### src/rtl/cpu19_pkg.sv
`default_nettype none
// +----------------------------------------------------------------------+
// | cpu19_pkg : shared widths, requester ids and writeback packet type    |
// | Rev 1.0                                                               |
// +----------------------------------------------------------------------+
package cpu19_pkg;

  localparam int XLEN = 19;
  localparam int NREG = 8;
  localparam int AW   = $clog2(NREG);
  localparam int NREQ = 3;

  localparam int REQ_ALU = 0;
  localparam int REQ_LSU = 1;
  localparam int REQ_MUL = 2;

  typedef struct packed {
    logic [AW-1:0]   rd;
    logic [XLEN-1:0] data;
  } wb_pkt_t;

  function automatic logic [NREG-1:0] reg_onehot(input logic [AW-1:0] a);
    reg_onehot = NREG'(1) << a;
  endfunction

endpackage
`default_nettype wire

### src/rtl/regfile_wb_sched_if.sv
`default_nettype none
// +----------------------------------------------------------------------+
// | regfile_wb_sched_if : requester, writeback, issue and scoreboard bus  |
// | Rev 1.0                                                               |
// +----------------------------------------------------------------------+
interface regfile_wb_sched_if;

  localparam int NREQ = cpu19_pkg::NREQ;
  localparam int XLEN = cpu19_pkg::XLEN;
  localparam int NREG = cpu19_pkg::NREG;
  localparam int AW   = cpu19_pkg::AW;

  logic [NREQ-1:0]      req_valid_i;
  logic [NREQ-1:0]      req_ready_o;
  logic [NREQ*AW-1:0]   req_rd_addr_i;
  logic [NREQ*XLEN-1:0] req_data_i;

  logic                 wb_wr_en_o;
  logic [AW-1:0]        wb_rd_addr_o;
  logic [XLEN-1:0]      wb_wr_data_o;

  logic                 iss_valid_i;
  logic [AW-1:0]        iss_rd_addr_i;
  logic [AW-1:0]        iss_rs1_addr_i;
  logic [AW-1:0]        iss_rs2_addr_i;

  logic                 hazard_o;
  logic [NREG-1:0]      busy_o;
  logic                 wb_err_o;

  modport master (
    output req_valid_i, req_rd_addr_i, req_data_i,
    output iss_valid_i, iss_rd_addr_i, iss_rs1_addr_i, iss_rs2_addr_i,
    input  req_ready_o, wb_wr_en_o, wb_rd_addr_o, wb_wr_data_o,
    input  hazard_o, busy_o, wb_err_o
  );

  modport slave (
    input  req_valid_i, req_rd_addr_i, req_data_i,
    input  iss_valid_i, iss_rd_addr_i, iss_rs1_addr_i, iss_rs2_addr_i,
    output req_ready_o, wb_wr_en_o, wb_rd_addr_o, wb_wr_data_o,
    output hazard_o, busy_o, wb_err_o
  );

endinterface
`default_nettype wire

### src/rtl/regfile_wb_sched_rr_arbiter.sv
`default_nettype none
// +----------------------------------------------------------------------+
// | rr_arbiter : round-robin one-hot grant, pointer moves on advance      |
// | Rev 1.0                                                               |
// +----------------------------------------------------------------------+
module rr_arbiter #(
  parameter int NREQ = 3
) (
  input  logic            clk,
  input  logic            reset,
  input  logic [NREQ-1:0] i_req,
  input  logic            i_advance,
  output logic [NREQ-1:0] o_grant
);

  localparam int PW = (NREQ > 1) ? $clog2(NREQ) : 1;
  localparam logic [PW-1:0] C_PTR_RST = PW'(NREQ - 1);

  logic [PW-1:0]   r_last;
  logic [PW-1:0]   w_idx;
  logic [NREQ-1:0] w_grant;

  // Walk from lowest to highest priority so the last hit is the winner.
  always_comb begin
    w_grant = '0;
    w_idx   = r_last;
    for (int i = NREQ; i >= 1; i--) begin
      if (i_req[(int'(r_last) + i) % NREQ]) begin
        w_grant = '0;
        w_grant[(int'(r_last) + i) % NREQ] = 1'b1;
        w_idx = PW'((int'(r_last) + i) % NREQ);
      end
    end
  end

  always_ff @(posedge clk or posedge reset) begin
    if (reset) begin
      r_last <= C_PTR_RST;
    end else if (i_advance) begin
      r_last <= w_idx;
    end
  end

  assign o_grant = w_grant;

endmodule
`default_nettype wire

### src/rtl/regfile_wb_sched.sv
`default_nettype none
// +----------------------------------------------------------------------+
// | regfile_wb_sched : shared regfile write-port scheduler + scoreboard   |
// | Rev 1.0                                                               |
// +----------------------------------------------------------------------+
module regfile_wb_sched
  import cpu19_pkg::*;
(
  input  logic               clk,
  input  logic               reset,
  regfile_wb_sched_if.slave  bus
);

  logic [NREQ-1:0] w_grant;
  logic            w_accept;
  wb_pkt_t         w_sel;

  logic            r_wb_en;
  wb_pkt_t         r_wb;

  logic [NREG-1:0] r_busy;
  logic [NREG-1:0] w_busy_set;
  logic [NREG-1:0] w_busy_clr;
  logic [NREG-1:0] w_busy_nxt;

  logic            r_err;
  logic            w_clr_pending;
  logic            w_err_evt;

  rr_arbiter #(
    .NREQ (NREQ)
  ) u_arb (
    .clk       (clk),
    .reset     (reset),
    .i_req     (bus.req_valid_i),
    .i_advance (w_accept),
    .o_grant   (w_grant)
  );

  assign bus.req_ready_o = w_grant;
  assign w_accept        = |(bus.req_valid_i & w_grant);

  always_comb begin
    w_sel = '0;
    for (int k = 0; k < NREQ; k++) begin
      if (w_grant[k]) begin
        w_sel.rd   = bus.req_rd_addr_i[k*AW +: AW];
        w_sel.data = bus.req_data_i[k*XLEN +: XLEN];
      end
    end
  end

  // Writes to x0 still consume the handshake but never reach the regfile.
  always_ff @(posedge clk or posedge reset) begin
    if (reset) begin
      r_wb_en <= 1'b0;
      r_wb    <= '0;
    end else if (w_accept) begin
      r_wb_en <= (w_sel.rd != '0);
      r_wb    <= w_sel;
    end else begin
      r_wb_en <= 1'b0;
    end
  end

  assign w_busy_clr = r_wb_en ? reg_onehot(r_wb.rd) : '0;
  assign w_busy_set = (bus.iss_valid_i && (bus.iss_rd_addr_i != '0))
                      ? reg_onehot(bus.iss_rd_addr_i) : '0;
  assign w_busy_nxt = ((r_busy & ~w_busy_clr) | w_busy_set) & ~NREG'(1);

  always_ff @(posedge clk or posedge reset) begin
    if (reset) begin
      r_busy <= '0;
    end else begin
      r_busy <= w_busy_nxt;
    end
  end

  assign w_clr_pending = r_wb_en && (r_wb.rd == w_sel.rd);
  assign w_err_evt     = w_accept && (w_sel.rd != '0) &&
                         !r_busy[w_sel.rd] && !w_clr_pending;

  always_ff @(posedge clk or posedge reset) begin
    if (reset) begin
      r_err <= 1'b0;
    end else if (w_err_evt) begin
      r_err <= 1'b1;
    end
  end

  assign bus.wb_wr_en_o   = r_wb_en;
  assign bus.wb_rd_addr_o = r_wb.rd;
  assign bus.wb_wr_data_o = r_wb.data;
  assign bus.busy_o       = r_busy;
  assign bus.wb_err_o     = r_err;
  assign bus.hazard_o     = r_busy[bus.iss_rs1_addr_i] |
                            r_busy[bus.iss_rs2_addr_i] |
                            r_busy[bus.iss_rd_addr_i];

endmodule
`default_nettype wire

### src/flat_wrapper.sv
// flat-port wrapper written by rule: the top's interface ports become plain ports
module regfile_wb_sched_flat import cpu19_pkg::*;
  (clk, reset, bus_req_valid_i, bus_req_rd_addr_i, bus_req_data_i, bus_iss_valid_i, bus_iss_rd_addr_i, bus_iss_rs1_addr_i, bus_iss_rs2_addr_i, bus_req_ready_o, bus_wb_wr_en_o, bus_wb_rd_addr_o, bus_wb_wr_data_o, bus_hazard_o, bus_busy_o, bus_wb_err_o);
  regfile_wb_sched_if bus_i ();
  input  logic clk;
  input  logic reset;
  input wire logic [$bits(bus_i.req_valid_i)-1:0] bus_req_valid_i;
  input wire logic [$bits(bus_i.req_rd_addr_i)-1:0] bus_req_rd_addr_i;
  input wire logic [$bits(bus_i.req_data_i)-1:0] bus_req_data_i;
  input wire logic [$bits(bus_i.iss_valid_i)-1:0] bus_iss_valid_i;
  input wire logic [$bits(bus_i.iss_rd_addr_i)-1:0] bus_iss_rd_addr_i;
  input wire logic [$bits(bus_i.iss_rs1_addr_i)-1:0] bus_iss_rs1_addr_i;
  input wire logic [$bits(bus_i.iss_rs2_addr_i)-1:0] bus_iss_rs2_addr_i;
  output wire logic [$bits(bus_i.req_ready_o)-1:0] bus_req_ready_o;
  output wire logic [$bits(bus_i.wb_wr_en_o)-1:0] bus_wb_wr_en_o;
  output wire logic [$bits(bus_i.wb_rd_addr_o)-1:0] bus_wb_rd_addr_o;
  output wire logic [$bits(bus_i.wb_wr_data_o)-1:0] bus_wb_wr_data_o;
  output wire logic [$bits(bus_i.hazard_o)-1:0] bus_hazard_o;
  output wire logic [$bits(bus_i.busy_o)-1:0] bus_busy_o;
  output wire logic [$bits(bus_i.wb_err_o)-1:0] bus_wb_err_o;
  assign bus_i.req_valid_i = bus_req_valid_i;
  assign bus_i.req_rd_addr_i = bus_req_rd_addr_i;
  assign bus_i.req_data_i = bus_req_data_i;
  assign bus_i.iss_valid_i = bus_iss_valid_i;
  assign bus_i.iss_rd_addr_i = bus_iss_rd_addr_i;
  assign bus_i.iss_rs1_addr_i = bus_iss_rs1_addr_i;
  assign bus_i.iss_rs2_addr_i = bus_iss_rs2_addr_i;
  assign bus_req_ready_o = bus_i.req_ready_o;
  assign bus_wb_wr_en_o = bus_i.wb_wr_en_o;
  assign bus_wb_rd_addr_o = bus_i.wb_rd_addr_o;
  assign bus_wb_wr_data_o = bus_i.wb_wr_data_o;
  assign bus_hazard_o = bus_i.hazard_o;
  assign bus_busy_o = bus_i.busy_o;
  assign bus_wb_err_o = bus_i.wb_err_o;
  regfile_wb_sched u_core (.clk(clk), .reset(reset), .bus(bus_i));
endmodule
### config.mk
export PLATFORM = sky130hd
export DESIGN_NAME = regfile_wb_sched_flat
export DESIGN_NICKNAME = d
export VERILOG_FILES = /design/src/rtl/cpu19_pkg.sv /design/src/rtl/regfile_wb_sched_if.sv /design/src/rtl/regfile_wb_sched_rr_arbiter.sv /design/src/rtl/regfile_wb_sched.sv /design/src/flat_wrapper.sv
export SDC_FILE = /design/constraint.sdc
export NUM_CORES = 1
export LEC_CHECK = 0
export CAP_MARGIN = 30
export CORE_UTILIZATION = 42
export CTS_BUF_LIST = sky130_fd_sc_hd__clkbuf_4
export DETAILED_ROUTE_END_ITERATION = 12
export GPL_TIMING_DRIVEN = 0
export PLACE_DENSITY = 0.87
export SLEW_MARGIN = 30
export SYNTH_ARGS = -nofsm -noshare
export SYNTH_HDL_FRONTEND = slang
export SYNTH_SLANG_ARGS = --single-unit
### constraint.sdc
create_clock -name clk -period 3.9 [get_ports clk]
set_input_delay 0.585 -clock clk [delete_from_list [all_inputs] [get_ports clk]]
set_output_delay 0.585 -clock clk [all_outputs]
set_load 0.03 [all_outputs]
After elaboration in Yosys (flattened, before gate mapping)
Cells that the tools add are included.
W data, S select, Z words.

storage, ports and cells
  register bits = 33
  output and inout bits = 36
  input bits = 81
  logic and storage cells = 81

cells by class
  $lt $le $gt $ge = 10
  div/mod/pow operators = 3
  equal/unequal tests = 1
  add/subtract/negate cells = 3
  reductions and logical operators = 15
  mux-type cells = 35
  shifts and indexed selects = 2
  bitwise operators = 6

operators by type and width
  operator                 number
  $ge A32 B1 Y1 const B    3
  $lt A32 B4 Y1 const B    3
  $mod A32 B3 Y32 const B  3
  $mux W22                 3
  $lt A3 B4 Y1 const B     4
  $mux W8                  2
  $shl A1 B3 Y8 const A    2
  $mux W1                  14
  $bmux W1 S3              4
  $mux W3                  3
  $reduce_bool A3 Y1       3
  $and A8 B8 Y8            1
  $logic_and A1 B1 Y1      8
  $not A8 Y8               1
  $or A8 B8 Y8             1
  $add A2 B2 Y3 const B    2
  $bmux W1 S2              3
  $demux W1 S2             3
  $mux W2                  3
  $add A2 B1 Y3 const B    1
  $and A3 B3 Y3            1
  $eq A3 B3 Y1             1
  $reduce_or A3 Y1         1
  $logic_not A1 Y1         2
  2 further kinds          3

Logic depth before layout (Yosys ltp)
Gate-level depths: netlist of the first run.

  word-level depth = 17
  gate-level depth with buffers = 13
  mapped depth without buffers = 12

By module
Synthesis of the first run repeated with hierarchy kept, for this count alone.

second synthesis, totals
  cells, all modules = 310
  area, all modules = 2,548.7 um^2

modules (own cells, without submodules)
  module            times used  cells each  sequential area each (um^2)  area each (um^2)
  regfile_wb_sched  1           251         775.7                        2,068.2
  rr_arbiter        1           59          51.3                         480.5

Worst setup path after synthesis of the first run
No wires, ideal clock.

  path kind = register -> register
  start = reg u_core.u_arb.r_last[1]
  end = reg u_core.r_err, in the netlist u_core.bus.wb_err_o
  arrival = 2.937 ns
  path slack = 0.871 ns
  required time = 3.808 ns
  library setup time = 0.092 ns
  cell stages (with the launch flop) = 13
  path buffers = 1
  period minus slack after synthesis = 3.029 ns
  path through = dfstp_2 ha_1 buf_6 mux2i_1 mux2_4 nand2_1 a22oi_1 inv_1 a22oi_4 mux2i_1 a211oi_1 o32a_1 o31ai_2

between the ends
  cells in the longest elaborated chain, start to end = 17
  elaborated cells between the ends (all ways) = 48
  classes of those cells = 3 x add/sub; 3 x div; 6 x order compare; 1 x eq/ne; 23 x mux; 1 x bitwise; 11 x reduce/logical

RTL lines
  what                                                                  line                                                                  text
  start: declaration                                                    regfile_wb_sched_rr_arbiter.sv:19                                     logic [PW-1:0] r_last;
  start signal: assignment                                              regfile_wb_sched_rr_arbiter.sv:40                                     r_last <= w_idx;
  $add A2 B2 Y3                                                         regfile_wb_sched_rr_arbiter.sv:28, regfile_wb_sched_rr_arbiter.sv:30
  $mod A32 B3 Y32                                                       regfile_wb_sched_rr_arbiter.sv:28, regfile_wb_sched_rr_arbiter.sv:30
  $ge A32 B1 Y1 (not written as such) or $lt A32 B4 Y1 (tied branches)  regfile_wb_sched_rr_arbiter.sv:30                                     w_grant[(int'(r_last) + i) % NREQ] = 1'b1;
  $logic_and A1 B1 Y1 (not written as such)                             regfile_wb_sched_rr_arbiter.sv:30
  $mux W1 (not written as such)                                         regfile_wb_sched_rr_arbiter.sv:30
  $demux W1 S2                                                          regfile_wb_sched_rr_arbiter.sv:30
  $mux W3 (2 in series)                                                 regfile_wb_sched_rr_arbiter.sv:28                                     if (i_req[(int'(r_last) + i) % NREQ]) begin
  $mux W3 *                                                             regfile_wb_sched_rr_arbiter.sv:28
  via bus_req_ready_o[0]                                                flat_wrapper.sv:14                                                    output wire logic [$bits(bus_i.req_ready_o)-1:0] bus_req_ready_o;
  $mux W22 (3 in series)                                                regfile_wb_sched.sv:46                                                if (w_grant[k]) begin
  $bmux W1 S3                                                           regfile_wb_sched.sv:81                                                !r_busy[w_sel.rd] && !w_clr_pending;
  $mux W1 (not written as such)                                         regfile_wb_sched.sv:81
  $logic_not A1 Y1                                                      regfile_wb_sched.sv:81
  $logic_and A1 B1 Y1                                                   regfile_wb_sched.sv:80                                                assign w_err_evt = w_accept && (w_sel.rd != '0) &&
  $logic_and A1 B1 Y1 *                                                 regfile_wb_sched.sv:81
  end signal: assignment                                                regfile_wb_sched.sv:85                                                r_err <= 1'b0;
  end signal: assignment                                                regfile_wb_sched.sv:87                                                r_err <= 1'b1;
  end: declaration                                                      regfile_wb_sched.sv:26                                                logic r_err;

The timed path passes the listed nets; every way through them passes the cells marked *. The select of a mux whose other input is x is not followed.
A chain may end at the register's enable or synchronous reset.

Worst setup path after layout of the first run
  start = reg u_core.u_arb.r_last[1]
  end = out bus_req_ready_o[1]

between the ends
  cells in the longest elaborated chain, start to end = 9
  elaborated cells between the ends (all ways) = 33
  classes of those cells = 3 x add/sub; 3 x div; 6 x order compare; 18 x mux; 3 x reduce/logical

RTL lines
  what                                                                  line
  $add A2 B2 Y3                                                         regfile_wb_sched_rr_arbiter.sv:28, regfile_wb_sched_rr_arbiter.sv:30
  $mod A32 B3 Y32                                                       regfile_wb_sched_rr_arbiter.sv:28, regfile_wb_sched_rr_arbiter.sv:30
  $ge A32 B1 Y1 (not written as such) or $lt A32 B4 Y1 (tied branches)  regfile_wb_sched_rr_arbiter.sv:30
  $logic_and A1 B1 Y1 (not written as such)                             regfile_wb_sched_rr_arbiter.sv:30
  $mux W1 (not written as such)                                         regfile_wb_sched_rr_arbiter.sv:30
  $demux W1 S2                                                          regfile_wb_sched_rr_arbiter.sv:30
  $mux W3 (2 in series)                                                 regfile_wb_sched_rr_arbiter.sv:28
  $mux W3 *                                                             regfile_wb_sched_rr_arbiter.sv:28
  end: declaration                                                      flat_wrapper.sv:14

Mark *: on every way between the ends. The rest lies on a longest branch, timed or not. The select of a mux whose other input is x is not followed.

==> results.ini, run 1 <==
[synth]
ys_seq_area_frac=0.343
postSynthCellCount=277
avgSynthCellArea_sq_um=8.71
syn_area_sq_um=2410
synth_warnings=0
ys_ff_latch=33
synthArstFlopShare=1.00
synth-edff-count=0
syn_nets=362
synth_cell_types=54
synth_flop_cell=dfrtp_1

[timing]
setup_ws_ps=152
max_clock_freq_ghz=0.267
maxSlewViolCount=0
clock_skew_ps=2.12
final-setup-viol-count=0
relSlewSlack=0.555
period_minus_slack_ps=3750
fin_crit_sh=0.961
hold_viol_final=0
rsz0062_at_grt=no
tightest_slew_ps=666

[worst_setup_path]
cp_slowest_cell=dfstp_2
endpoint_kind=output port
start_kind=register
reg2reg_from=u_core.u_arb.r_last[0]
worstSetupStartpoint=u_core.u_arb.r_last[1]
cp.arrival_ps=3160
r2r_setup_slack_ps=730
crit_chain=ha_1, buf_6, mux2i_1, mux2_4, a221oi_4, nor2_4, clkinv_4, clkbuf_1, dlygate4sd2_1
crit_required_ps=3310
reg2regPathDepth=13
critPathCapture=bus_req_ready_o[1]
slowest_delay_ps=560
cp_max_fo=10
r2r-end=u_core.bus.wb_wr_data_o[16]
crit_type=register to output port

[power]
p_leak_nw=1.52
vdd_drop_max_v=0.000585
p_per_area_nw_per_um2=1060

[run]
drv_cap=0

[floorplanning]
rows=27
die_w_microns=77.8
die_h_microns=77.8
start_util=0.438
fp.coreArea_sq_um=5510
io_pins=117
die_area_sq_um=6050

[finish]
drive_gt1_frac=0.0977
synthToLayoutAreaGrowth_pct=54.7
diodes=0
fin_cells=471
layout.nets=483

[routing]
drt-wirelength-per-cell_microns=15.8
via_per_inst=5.62
num_vias=2648
drt_drc_violations_left=0
first_pass_iters=4
drt-initial-drc-count=113
drt.antenna.violating_nets=0
drt-total-wl_mm=7.42

[clock_tree]
cts_root_buf=clkbuf_4
post_cts_buffers=0
htreeDepth=2
cts_tree=built
cts_buffers=5
clk_latency_ps=330
clockBufferDepth=2
clkSlewWorstSetupHoldPaths_ps=100
clock_sinks=33

[worst_hold_path]
hold_class=register to register

[global_route]
grtUsageTotal=0.253
grt_pass1_wl_mm=12.1
grt_max_degree=34
overflow=0
first_global_vias=2624
antenna_found_initial=0

[placed_design]
dp_slack_ps=-82.9
place_hpwl_mm=5.89
numPortBuffers=115
placed_cells=464
place_congestion=0.835

[outcome]
status=finished, final reports clean

## kinds of logic (layout without fill, tap and decap cells)
group                      Yosys count  count (layout)  synth area share
AOI/OAI and AO/OA                  118             118             0.350
buffers and inverters               32             154            0.0607
DFF                                 33              33             0.343
xor gates and xnor gates             4               4            0.0145
muxes                               13              13            0.0731
adders and majority gates            4               4            0.0207
other                                1               1           0.00155
and+or+nand+nor                     72              72             0.136
## cells in the mapped netlist (2+ instances only)
cell type | number | area (sq um)
xor2_1 | 3 | 26.3
mux2i_1 | 6 | 60.1
buf_4 | 2 | 15.0
nor2_1 | 10 | 37.5
nand2_1 | 40 | 150
nor2b_1 | 3 | 18.8
clkbuf_1 | 9 | 33.8
a21oi_1 | 12 | 60.1
mux2_2 | 3 | 33.8
a31oi_1 | 2 | 12.5
dfrtp_1 | 32 | 801
buf_2 | 5 | 25.0
nand3_1 | 3 | 15.0
o31ai_1 | 3 | 22.5
nor3_1 | 2 | 10.0
a31o_2 | 2 | 17.5
inv_1 | 13 | 48.8
nor3b_1 | 2 | 15.0
a211oi_1 | 5 | 37.5
mux4_2 | 3 | 67.6
o21ai_1 | 4 | 20.0
a221o_1 | 19 | 190
o21ai_0 | 51 | 255
nand2b_1 | 8 | 50.1
a22oi_1 | 3 | 22.5
ha_1 | 4 | 50.1
## metal layers
layer  vias to the layer above  GRT usage  part of all wire
li1                       1262          -                 -
met3                        19     0.0553             0.058
met1                      1270      0.301              0.42
met5                         -          0                 0
met2                        97      0.437              0.49
met4                         0      0.109             0.032
## worst min-delay path by stage
stage,startpoint,to,slack (ps),depth (start not counted)
2_1_floorplan,u_core.u_arb.r_last[1],u_core.u_arb.r_last[1],500,2
3_3_place_gp,u_core.bus.wb_err_o,u_core.bus.wb_err_o,460,2
3_5_place_dp,u_core.bus.wb_err_o,u_core.bus.wb_err_o,460,2
4_1_cts,u_core.bus.wb_err_o,u_core.bus.wb_err_o,480,2
5_1_grt,u_core.bus.wb_wr_data_o[6],u_core.bus.wb_wr_data_o[6],510,2
6_report,u_core.bus.wb_err_o,u_core.bus.wb_err_o,480,2
## through the flow
step / utilization / total power, mW / setup TNS (ps) / hold WS (ps) / area (sq um)
floorplan: - / 2.78 / 0 / 501 / 2410
global route: 0.678 / 4.29 / 0 / 509 / 3730
finish: 0.678 / 3.97 / 0 / 477 / 3730
detailed placement: 0.663 / 3.71 / -82.9 / 460 / 3650
CTS: 0.678 / 3.97 / 0 / 484 / 3730
global placement: 0.663 / 3.62 / -39.7 / 456 / 3650
## placed cells by master (no fill, tap or decap), types with 3 or more instances in the layout
cell	n
o31ai_1	3
mux2_2	3
nand2b_1	8
mux4_2	3
xor2_1	3
a221o_1	19
nand3_1	3
mux2i_1	6
a211oi_1	5
clkbuf_1	8
ha_1	4
nor2_1	10
nor2b_1	3
dfrtp_1	32
clkbuf_4	6
nand2_1	40
o21ai_1	4
o21ai_0	51
buf_2	5
inv_1	12
clkdlybuf4s50_1	114
a21oi_1	12
## what timing repair did
| action | in CTS | in global routing |
|---|---|---|
| gates resized for setup | 1 | 1 |
| hold buffers | 0 | 0 |
| endpoints found under the setup margin | 1 | 2 |
## flip-flops by register name (all words and copies together), names as in the netlist
signal	count
u_core.bus.wb_err_o	1
u_core.bus.busy_o	7
u_core.bus.wb_wr_en_o	1
u_core.bus.wb_wr_data_o	19
u_core.bus.wb_rd_addr_o	3
u_core.u_arb.r_last	2
## worst max-delay path, delay by kind of cell (launching register included)
| kind | cells | cell delay, ps |
|---|---|---|
| compound gates | 1 | 410 |
| fa+ha+maj | 1 | 230 |
| buf+inv | 4 | 1090 |
| flops | 1 | 560 |
| mux | 2 | 430 |
| simple gates | 1 | 100 |
## final cells by class
cell class / instances / area, sq um
fill: 440 / 1770
multi-input combinational: 212 / 1440
timing repair buffer: 115 / 1150
sequential: 33 / 827
tap: 72 / 90.1
buffer: 16 / 81.3
inverter: 15 / 61.3
clock buffer: 6 / 45.0
clock inverter: 2 / 33.8
## power breakdown
group / internal, mW / switching (mW) / leakage (nW)
clock: 0.140 / 0.113 / 0.0433
sequential: 0.519 / 0.131 / 0.395
combinational: 1.27 / 1.80 / 1.08
total: 1.93 / 2.05 / 1.52
(Power assumes the default switching activity.)
==> run 2, diff against run 1 <==
--- a/config.mk
+++ b/config.mk
@@ -8,8 +8,8 @@
 export CAP_MARGIN = 30
 export CORE_UTILIZATION = 42
 export CTS_BUF_LIST = sky130_fd_sc_hd__clkbuf_4
+export CTS_CLUSTER_DIAMETER = 150
 export DETAILED_ROUTE_END_ITERATION = 12
-export GPL_TIMING_DRIVEN = 0
 export PLACE_DENSITY = 0.87
 export SLEW_MARGIN = 30
 export SYNTH_ARGS = -nofsm -noshare
==> results.ini, run 2 (synthesis gave the netlist of run 1 again) <==
[power]
p_leak_nw=1.52  ; about the same
swShare=0.507  ; -0.00792
p_sw_mw=2.07  ; +1.3%
power_mw=4.09  ; +2.9%
p_per_area_nw_per_um2=1090  ; +2.5%
p_comb_frac=0.755  ; -0.018
pwr-share-seq=0.166  ; +0.002
clkPwrFrac=0.079  ; +0.015
vdd_drop_max_v=0.000676  ; +15%
power.internal_mw=2.01  ; +4.6%

[clock_tree]
htreeDepth=2  ; unchanged
cts_hold_buf=0  ; unchanged
clock_sinks=33  ; unchanged
clk_latency_ps=350  ; +20 ps
cts_root_buf=clkbuf_4
clkSlewWorstSetupHoldPaths_ps=100  ; about the same
cts_tree=built
clockBufferDepth=2  ; unchanged
cts_buffers=5  ; unchanged
cts_resized=0  ; -1
post_cts_buffers=0  ; unchanged

[worst_hold_path]
hold_class=register to register

[global_route]
first_global_vias=2587  ; -1.4%
overflow=0  ; unchanged
grt_pass1_wl_mm=12.2  ; +1.4%
grt_max_degree=36  ; +5.9%
grtUsageTotal=0.259  ; +0.00593
antenna_found_initial=0  ; unchanged

[worst_setup_path]
endpoint_kind=output port
crit_chain=inv_1, ha_1, mux2i_1, o21ai_4, a211oi_1, a22oi_2, inv_1, clkdlybuf4s50_1
slowest_delay_ps=720  ; +160 ps
crit_type=register to output port
crit_top_cell=inv_1
cp_slowest_cell=clkdlybuf4s50_1
critPathBufInv=3  ; -1
cp.arrival_ps=3240  ; +80 ps
cp_max_fo=10  ; unchanged
crit_family=buffers and inverters
start_kind=register
crit_required_ps=3310  ; about the same

[placed_design]
place_congestion=0.880  ; +5.4%
dpl_cell_area_sq_um=3640  ; -0.38%
numPortBuffers=115  ; unchanged
place_hpwl_mm=5.79  ; -1.7%

[timing]
final-setup-viol-count=0  ; unchanged
hold_viol_final=0  ; unchanged
relSlewSlack=0.441  ; -0.115
tightest_slew_ps=838  ; +172 ps
fin_crit_sh=0.981  ; +0.0198
max_clock_freq_ghz=0.261  ; -2.0%
clock_skew_ps=3.59  ; +1.46 ps
maxSlewViolCount=0  ; unchanged
period_minus_slack_ps=3830  ; +77.1 ps

[routing]
num_vias=2667  ; +0.72%
drt-total-wl_mm=7.86  ; +5.9%
via_per_inst=5.79  ; +2.9%
drt.antenna.violating_nets=0  ; unchanged
first_pass_iters=4  ; unchanged
drt_drc_violations_left=0  ; unchanged
drt-wirelength-per-cell_microns=17.0  ; +8.2%
drt-initial-drc-count=213  ; +88%

[floorplanning]
io_pins=117  ; unchanged
die_area_sq_um=6050  ; unchanged
die_h_microns=77.8  ; unchanged
start_util=0.438  ; unchanged
rows=27  ; unchanged
die_w_microns=77.8  ; unchanged
fp.coreArea_sq_um=5510  ; unchanged

[finish]
diodes=0  ; unchanged
synthToLayoutAreaGrowth_pct=55.3
fin_area_sq_um=3750  ; +0.40%
layout.nets=473  ; -2.1%
ff_latch_area_sq_um=827  ; unchanged
final_common_cell=clkdlybuf4s50_1
layout_common_cells=115 x clkdlybuf4s50_1, 51 x o21ai_0, 40 x nand2_1
largest_reg_flops=19  ; unchanged
nFillCells=430  ; -2.3%
multi_input_area_sq_um=1460  ; +0.95%
drive_gt1_frac=0.0977  ; about the same

[outcome]
status=finished, final reports clean

[run]
drv_cap=0  ; unchanged

==> run 2: through the flow <==
step / utilization / hold slack (ps) / std cells / setup TNS (ps) / worst slack, ps
4_1_cts: 0.680 / 484 / 461 / 0 / 96.1
3_3_place_gp: 0.661 / 458 / 453 / 0 / 397
3_5_place_dp: 0.661 / 458 / 453 / 0 / 312
6_report: 0.681 / 483 / 461 / 0 / 74.8
5_1_grt: 0.681 / 506 / 461 / -32.5 / -32.5
2_1_floorplan: - / 501 / 277 / 0 / 871
==> run 2: worst paths after layout <==
check                                       startpoint                           to  slack (ps)  cells past startpoint
worst max-delay path            u_core.u_arb.r_last[0]           bus_req_ready_o[0]          70                      8
worst min-delay path               u_core.bus.wb_err_o          u_core.bus.wb_err_o         480                      2
worst max register to register  u_core.u_arb.r_last[0]          u_core.bus.wb_err_o         620                     12
worst min register to register     u_core.bus.wb_err_o          u_core.bus.wb_err_o         480                      2
max in group asynchronous                        reset       u_core.u_arb.r_last[1]        2960                      3
min in group asynchronous                        reset  u_core.bus.wb_wr_data_o[12]         600                      3
==> run 2: layer usage <==
| layer | wire length, microns | track usage |
|---|---|---|
| met1 | 3100 | 0.301 |
| met2 | 4070 | 0.456 |
| met3 | 514 | 0.0518 |
| met4 | 178 | 0.119 |
| met5 | 0 | 0 |
==> run 2: power groups by stage <==
stage | combinational, mW | sequential [mW] | clock [mW]
after floorplan | 1.89 | 0.888 | 0
after global placement | 2.93 | 0.668 | 0
after detailed placement | 3.04 | 0.676 | 0
after CTS | 3.06 | 0.674 | 0.327
after global routing | 3.33 | 0.696 | 0.340
final | 3.09 | 0.678 | 0.322
==> run 2: cell type report <==
type,instances,share of cell area
clock buffers,5,0.0100
clock inverters,3,0.0174
inverters,15,0.0164
multi-input cells,212,0.389
flip-flops and latches,33,0.221
well taps,72,0.0240
repair buffers,121,0.323
==> run 2: worst reg2reg max path, stage by stage, from the launching register on <==
cell      delay, ps
dfrtp_1         420
inv_1            90
ha_1            480
mux2i_1         300
mux2_4          210
nand2_1         100
a22oi_2         300
inv_1           220
a22oi_4         210
mux2i_1         200
a211oi_1         90
o32a_1          360
o31ai_2         210
